File: src/rtl/wb_initiator_bridge.sv
// Wishbone B3 classic initiator: turns one local command into one bus cycle
// and returns read data or a timeout status on a valid/ready response port.
module wb_initiator_bridge #(
  parameter int unsigned TIMEOUT = 256
) (
  input  logic        wb_clk_i,
  input  logic        wb_rst_i,
  input  logic        cmd_valid,
  output logic        cmd_ready,
  input  logic        cmd_we,
  input  logic [3:0]  cmd_sel,
  input  logic [31:0] cmd_adr,
  input  logic [31:0] cmd_dat,
  output logic        rsp_valid,
  input  logic        rsp_ready,
  output logic [31:0] rsp_dat,
  output logic        rsp_err,
  output logic        wbm_cyc_o,
  output logic        wbm_stb_o,
  output logic        wbm_we_o,
  output logic [3:0]  wbm_sel_o,
  output logic [31:0] wbm_adr_o,
  output logic [31:0] wbm_dat_o,
  input  logic [31:0] wbm_dat_i,
  input  logic        wbm_ack_i,
  output logic        busy,
  output logic [15:0] txn_count
);

  typedef enum logic [1:0] {
    IDLE = 2'd0,
    BUS  = 2'd1,
    RESP = 2'd2
  } state_t;

  // A zero TIMEOUT disables the abort; the last-count compare is then unused.
  localparam bit          TIMEOUT_EN = (TIMEOUT != 0);
  localparam logic [15:0] TIMER_LAST = TIMEOUT_EN ? 16'(TIMEOUT - 1) : 16'd0;

  state_t      r_state;
  state_t      w_nextState;
  logic        w_accept;
  logic        w_timeoutHit;
  logic        r_we;
  logic [3:0]  r_sel;
  logic [31:0] r_adr;
  logic [31:0] r_dat;
  logic [31:0] r_rspDat;
  logic        r_rspErr;
  logic [15:0] r_timer;
  logic [15:0] r_txnCount;

  // Next-state and state-decoded outputs; handshakes depend only on the registered state.
  always_comb begin
    w_nextState  = r_state;
    cmd_ready    = 1'b0;
    rsp_valid    = 1'b0;
    wbm_cyc_o    = 1'b0;
    busy         = 1'b1;
    w_accept     = 1'b0;
    w_timeoutHit = 1'b0;
    case (r_state)
      IDLE: begin
        cmd_ready = 1'b1;
        busy      = 1'b0;
        w_accept  = cmd_valid;
        if (cmd_valid) w_nextState = BUS;
      end
      BUS: begin
        wbm_cyc_o    = 1'b1;
        w_timeoutHit = TIMEOUT_EN && !wbm_ack_i && (r_timer == TIMER_LAST);
        if (wbm_ack_i || w_timeoutHit) w_nextState = RESP;
      end
      RESP: begin
        rsp_valid = 1'b1;
        if (rsp_ready) w_nextState = IDLE;
      end
      default: begin
        w_nextState = IDLE;
      end
    endcase
  end

  // State register.
  always_ff @(posedge wb_clk_i) begin
    if (wb_rst_i) begin
      r_state <= IDLE;
    end else begin
      r_state <= w_nextState;
    end
  end

  // Command capture, cycle timer, response capture and completed-cycle counter.
  always_ff @(posedge wb_clk_i) begin
    if (wb_rst_i) begin
      r_we       <= 1'b0;
      r_sel      <= 4'd0;
      r_adr      <= 32'd0;
      r_dat      <= 32'd0;
      r_rspDat   <= 32'd0;
      r_rspErr   <= 1'b0;
      r_timer    <= 16'd0;
      r_txnCount <= 16'd0;
    end else begin
      if (w_accept) begin
        r_we    <= cmd_we;
        r_sel   <= cmd_sel;
        r_adr   <= cmd_adr;
        r_dat   <= cmd_dat;
        r_timer <= 16'd0;
      end
      if (r_state == BUS) begin
        if (wbm_ack_i) begin
          r_rspDat   <= r_we ? 32'd0 : wbm_dat_i;
          r_rspErr   <= 1'b0;
          r_txnCount <= r_txnCount + 16'd1;
        end else begin
          r_timer <= r_timer + 16'd1;
          if (w_timeoutHit) begin
            r_rspDat <= 32'd0;
            r_rspErr <= 1'b1;
          end
        end
      end
    end
  end

  assign wbm_stb_o = wbm_cyc_o;
  assign wbm_we_o  = r_we;
  assign wbm_sel_o = r_sel;
  assign wbm_adr_o = r_adr;
  assign wbm_dat_o = r_dat;
  assign rsp_dat   = r_rspDat;
  assign rsp_err   = r_rspErr;
  assign txn_count = r_txnCount;

endmodule

File: config.mk
export PLATFORM = sky130hd
export DESIGN_NAME = wb_initiator_bridge
export DESIGN_NICKNAME = d
export VERILOG_FILES = /design/src/rtl/wb_initiator_bridge.sv
export SDC_FILE = /design/constraint.sdc
export NUM_CORES = 1
export LEC_CHECK = 0
export CORE_MARGIN = 2
export CORE_UTILIZATION = 35
export DETAILED_ROUTE_END_ITERATION = 10
export PLACE_DENSITY = 0.7
export SLEW_MARGIN = 5
export SYNTH_ARGS = -nofsm -noshare
export SYNTH_HDL_FRONTEND = slang
export SYNTH_SLANG_ARGS = --single-unit
export TNS_END_PERCENT = 10
File: constraint.sdc
create_clock -name wb_clk_i -period 2.85 [get_ports wb_clk_i]
set_input_delay 0.4275 -clock wb_clk_i [delete_from_list [all_inputs] [get_ports wb_clk_i]]
set_output_delay 0.4275 -clock wb_clk_i [all_outputs]
set_load 0.05 [all_outputs]
==> implementation parameters, run 1 <==
Parameter                              Value

Clocking
  Max Root-Sink Buffers    2
  TritonCTS clock tree    done
  Maximum level of the CTS H-tree    4
  Clock-pin slew on the worst setup and hold paths    0.06 ns
  # resized after CTS    0
  Cts-stage hold buffer count    0
  Clock latency on the worst-skew pair    0.41 ns
  Clock root cell    clkbuf_16
  Number of sinks driven by the clock tree    136
  Clock buffers created by TritonCTS    17
  Setup Fix Bufs, Post-CTS    0

Power
  Reported leakage power    0.00301 uW
  Power per cell area    645 nW/um2
  Worst ir drop on vdd    0.388 mV

Logic synthesis
  Number of nets in the synthesized netlist    758
  Area share of the largest cell type after synthesis    50.9%
  Average cell area after synthesis    8.23 um2
  Proportion of synthesized chip area in sequential cells    50.9%
  Number of synthesis warnings    0
  Post-synth EDFFs    0
  Leading cell type by number of instances after synthesis    nand2_1
  Cell variety after synth    43
  Combined area of all synthesized cells    5350 um2
  Top FF cell, synth    dfxtp_1
  Post-Synthesis Cells    650
  FFs w/ async S/R, synth    0%
  Cell types with the largest area share after synthesis    dfxtp_1 (51%), a21oi_1 (14%), nand2_1 (11%), a211oi_1 (4.5%), clkbuf_1 (2.9%)
  Cell type with the largest total area after synthesis    dfxtp_1
  Most numerous cell types in the synthesized netlist    nand2_1 (152), a21oi_1 (147), dfxtp_1 (136)
  Flop and latch count out of synthesis    136

Route
  Count of unresolved DRC violations after routing    0
  Final routed wirelength across all metal layers    15100 um
  DR iter-0 viols    266
  Drt wl/cell    14.3 um
  Residual antenna-violating net count after detailed routing    0
  Total iterations of the first detailed-routing run    4
  Number of vias after detailed routing    5220
  Detail-routed via count per cell    4.94

Placement
  Final RePlAce weighted congestion    0.843
  Estimated wirelength of the detail-placed design    9980 um
  Number of buffers inserted by port buffering    228

Die
  Site Rows    45
  Die footprint    16300 um2
  Core footprint    15100 um2
  X dimension of the die    128 um
  Effective utilization at floorplan    35.5%
  Vert. Die Dim    128 um
  Top Ports    229

Critical path
  Worst setup SP type    flop
  Endpoint type of the worst setup path    output port
  Maximum fanout count along the critical path    10
  Worst path arrival time    1.98 ns
  Path type of the worst setup path    reg2out
  Worst Reg2Reg Path Length in Cells    4
  Required time of the critical path    2.42 ns

Timing
  Number of setup violations in the final report    0
  Max Fclk    416 MHz
  Worst clock skew    0.00852 ns
  Fin crit share    84.4%
  Final number of hold-violating endpoints    0
  Worst Max-Slew Pin Slew    0.661 ns
  Worst slew margin    56.0%
  Setup repair after global routing missed its margin    false
  Pins Over Slew Limit    0
  Post-route minimum period    2.41 ns
  Setup tns final    0 ns

Min path
  Hold WC Path Type    in2reg
  Number of instances on the worst hold path    2

Finish
  Antenna cell count    0
  Fraction of final layout cells sized beyond drive strength 1    6.10%
  Area growth syn-to-layout    57.1%
  Number of nets in the final layout    964
  Core occupancy in the finished layout    55.7%

GRT
  Maximum number of pins on one net before global-route repair    125
  Number of antenna violations at the first check in global routing    0
  Remaining global-route overflow    0
  Global-route wire length before repair    24300 um
  Overall global routing resource usage    18.6%
  Vias in the first global route    4756

Run status
  Outcome    finished, final reports clean

Job
  Max cap viols    0
==> stage by stage <==
step,power (uW),setup WS (ns),hold slack (ns),cell area [um2],instances
2_1_floorplan,2630,0.744,0.438,5350,650
3_3_place_gp,3020,0.313,0.441,7740,1025
3_5_place_dp,3030,0.297,0.446,7740,1025
4_1_cts,5490,0.412,0.258,8410,1057
5_1_grt,5640,0.324,0.258,8410,1057
6_report,5420,0.444,0.270,8410,1057
==> cells in the final DEF, fill, tap and decap left out, types with 5 or more instances in the layout <==
cell	netlist	final
nand2_1	152	152
clkbuf_16	0	17
or3_1	7	7
inv_1	7	7
or4_1	6	6
bufinv_16	0	5
xnor2_1	8	8
a211oi_1	32	32
nor3_1	6	6
a21oi_1	147	147
xor2_1	7	7
nor2_1	30	29
nand4_1	6	6
buf_4	2	9
nand3_1	15	15
dfxtp_1	136	136
clkdlybuf4s50_1	0	225
==> final timing paths <==
kind / startpoint / endpoint / slack (ns)
min: wb_rst_i / txn_count[15] / 0.27
max reg2reg: r_state[0] / r_timer[13] / 0.68
min reg2reg: wbm_dat_o[13] / wbm_dat_o[13] / 0.45
max: r_state[1] / rsp_valid / 0.44
==> final cells by class <==
cell class	instances	area, um2
flip-flops and latches	136	2720
well taps	188	235
repair buffers	237	2380
clock buffers	21	470
multi-input cells	457	2380
inverters	7	26.3
fillers	1423	6680
clock inverters	11	193
==> flip-flops by register name (all words and copies together), names as in the netlist <==
| signal | count |
|---|---|
| r_timer | 16 |
| wbm_sel_o | 4 |
| wbm_adr_o | 32 |
| wbm_we_o | 1 |
| rsp_err | 1 |
| wbm_dat_o | 32 |
| rsp_dat | 32 |
| r_state | 2 |
| txn_count | 16 |
==> report_power, final <==
group          total [uW]  internal, uW  switching [uW]
logic                 944           363             581
registers            2040          1990            48.1
clock network        2440          1620             818
total                5420          3970            1450
==> routing by layer <==
metal,GRT usage (%),share of wire [%],vias to the layer above
met5,0,0,-
met4,7.69,2.5,0
met1,23.4,43,2377
li1,-,-,2665
met3,6.93,7.2,21
met2,28.7,47,157
==> logic make-up after synthesis <==
kind of cell / share of synthesized area, %
xor gates and xnor gates: 2.46
adders and majority gates: 0.468
buffers and inverters: 4.86
DFF: 50.9
and+or+nand+nor: 20.6
muxes: 0.374
AOI/OAI and AO/OA: 20.4
==> worst max-delay path, stage by stage, from the launching register on <==
cell and delay (ns):
dfxtp_1 0.52, nor2b_1 0.21, clkdlybuf4s50_1 0.84
No activity file was read; power rests on OpenSTA's default activity.
==> inputs of run 2 (changes only) <==
- clock period: 2.85 -> 2.3 ns (I/O delays scaled with it)
==> run 2 against run 1 <==
Sequential share of layout area shrank 0.11 points. Clock power is 14% higher. Non-clock buffer count is 12 higher. Setup slack got worse by 0.20 ns. Combinational power up 25%. Final cell count up 1.1%. Via count increased by 1.6%. First-iteration DRC count shrank 1.9%. Sequential cell count unchanged. Clock-buffer cell count shrank 1. Critical path depth decreased by 1.
==> implementation parameters, run 2 (same netlist as run 1, synthesis figures left out) <==
Parameter                              Value

Run status
  Outcome    finished, final reports clean

Timing
  Final number of hold-violating endpoints    0 (unchanged)
  Fin crit share    89.4%
  Setup tns final    0 ns (unchanged)
  Setup repair after global routing missed its margin    false
  Number of setup violations in the final report    0 (unchanged)
  Max Fclk    486 MHz
  Worst clock skew    0.00767 ns (-0.000858 ns)
  Pins Over Slew Limit    0 (unchanged)
  Worst slew margin    60.0% (+4.1 points)
  Worst Max-Slew Pin Slew    0.598 ns (-0.0627 ns)
  Post-route minimum period    2.06 ns

Critical path
  Endpoint type of the worst setup path    output port
  R2r startpoint    r_timer[9]
  Required time of the critical path    1.96 ns (-0.46 ns)
  Number of buffer and inverter stages on the critical path    1 (unchanged)
  Maximum fanout count along the critical path    4 (-6)
  Slowest Stage Delay on Critical Path    0.86 ns (+0.02 ns)
  Crit-path cells    clkdlybuf4s50_1
  Worst setup SP type    flop
  Worst Reg2Reg Path Length in Cells    5 (+1)
  End of the worst register-to-register path    rsp_dat[11]
  CP delay by family, top    buffers and inverters
  Cell type of the slowest stage on the worst timing path    clkdlybuf4s50_1
  Path type of the worst setup path    reg2out
  Worst path arrival time    1.71 ns (-0.27 ns)
  R2R setup slack    0.26 ns (-0.42 ns)

Min path
  Hold WC Path Type    in2reg
  Worst min-delay path startpoint    wb_rst_i
  End point of the most critical hold path    txn_count[10]
  Number of instances on the worst hold path    2 (unchanged)

Placement
  Final RePlAce weighted congestion    0.836 (-0.82%)
  Number of buffers inserted by port buffering    228 (unchanged)
  Number of placed cells counting well taps    1037 (+1.2%)
  Cell Area, Placed    7830 um2 (+1.1%)
  Estimated wirelength of the detail-placed design    10400 um (+4.3%)

Route
  Residual antenna-violating net count after detailed routing    0 (unchanged)
  DR iter-0 viols    261 (-1.9%)
  Detail-routed via count per cell    4.96 (+0.45%)
  Total iterations of the first detailed-routing run    4 (unchanged)
  Count of unresolved DRC violations after routing    0 (unchanged)
  Final routed wirelength across all metal layers    15400 um (+1.9%)
  Number of vias after detailed routing    5303 (+1.6%)
  Drt wl/cell    14.4 um (+0.78%)

Finish
  Fraction of final layout cells sized beyond drive strength 1    7.49% (+1.4 points)
  Number of nets in the final layout    976 (+1.2%)
  Leading cell type in the layout, fill and taps excluded    clkdlybuf4s50_1
  Antenna cell count    0 (unchanged)
  Post-route insts no fill    1069 (+1.1%)
  Fin area    8440 um2 (+0.34%)
  Commonest cells after routing, fill and taps aside    clkdlybuf4s50_1 (222), nand2_1 (152), a21oi_1 (147)
  Area growth syn-to-layout    57.7%

Die
  Effective utilization at floorplan    35.5% (unchanged)
  Top Ports    229 (unchanged)
  Core footprint    15100 um2 (unchanged)
  Site Rows    45 (unchanged)
  X dimension of the die    128 um (unchanged)
  Vert. Die Dim    128 um (unchanged)
  Die footprint    16300 um2 (unchanged)

Clocking
  Clock buffers created by TritonCTS    17 (unchanged)
  Clock latency on the worst-skew pair    0.41 ns (about the same)
  Clock root cell    clkbuf_16
  Cts-stage hold buffer count    0 (unchanged)
  Clock-pin slew on the worst setup and hold paths    0.06 ns (about the same)
  TritonCTS clock tree    done
  Max Root-Sink Buffers    2 (unchanged)
  Number of sinks driven by the clock tree    136 (unchanged)
  Maximum level of the CTS H-tree    4 (unchanged)

GRT
  Global-route wire length before repair    24400 um (+0.57%)
  Maximum number of pins on one net before global-route repair    65 (-48%)
  Remaining global-route overflow    0 (unchanged)
  Vias in the first global route    4874 (+2.5%)
  Overall global routing resource usage    18.5% (-0.071 points)
  Number of antenna violations at the first check in global routing    0 (unchanged)

Power
  Reported leakage power    0.00305 uW (+1.1%)
  PnR Total Power    6470 uW (+19%)
  Worst ir drop on vdd    0.499 mV (+29%)
  Power per cell area    767 nW/um2 (+19%)

Job
  Max cap viols    0 (unchanged)
[run 2: worst max-delay path by stage]
stage / start / endpoint / slack [ns] / cells past startpoint
after detailed placement: wbm_ack_i / txn_count[15] / 0.04 / 6
after global routing: wbm_we_o / wbm_we_o / 0.18 / 1
after global placement: wbm_ack_i / r_timer[13] / 0.04 / 5
after floorplan: txn_count[3] / txn_count[15] / 0.19 / 4
final: txn_count[2] / txn_count[2] / 0.24 / 1
after CTS: wbm_we_o / wbm_we_o / 0.22 / 1
[run 2: cell type report]
| class | instances | area [um2] |
|---|---|---|
| clock buffers | 20 | 457 |
| clock inverters | 12 | 150 |
| fillers | 1401 | 6650 |
| inverters | 7 | 26.3 |
| multi-input cells | 457 | 2380 |
| flip-flops and latches | 136 | 2720 |
| well taps | 188 | 235 |
| repair buffers | 249 | 2460 |
[run 2: report_power, final]
part / leakage (uW) / switching, uW / internal [uW]
Sequential: 0.00111 / 56.6 / 2460
Clock: 0.000292 / 1010 / 1760
Combinational: 0.00165 / 730 / 455
Total: 0.00305 / 1790 / 4670
[run 2: routing by layer]
layer | vias to the layer above | GRT usage (%) | wire [um]
met5 | - | 0 | 0
met3 | 28 | 6.26 | 1030
li1 | 2682 | - | -
met4 | 0 | 7.69 | 368
met2 | 149 | 28.2 | 7140
met1 | 2444 | 24.1 | 6840
[run 2: through the flow]
| step | hold WS [ns] | util [%] | setup slack, ns |
|---|---|---|---|
| 6_report | 0.276 | 55.9 | 0.244 |
| 5_1_grt | 0.280 | 55.9 | 0.182 |
| 4_1_cts | 0.260 | 55.9 | 0.219 |
| 3_5_place_dp | 0.446 | 51.9 | 0.0352 |
| 3_3_place_gp | 0.442 | 51.9 | 0.0371 |
| 2_1_floorplan | 0.438 | - | 0.194 |
[run 2: repair_timing]
action | in CTS | in global routing
endpoints found under the hold margin | 0 | 0
setup endpoints to repair | 2 | 0
gates resized for setup | 2 | 0
setup buffers | 0 | 0
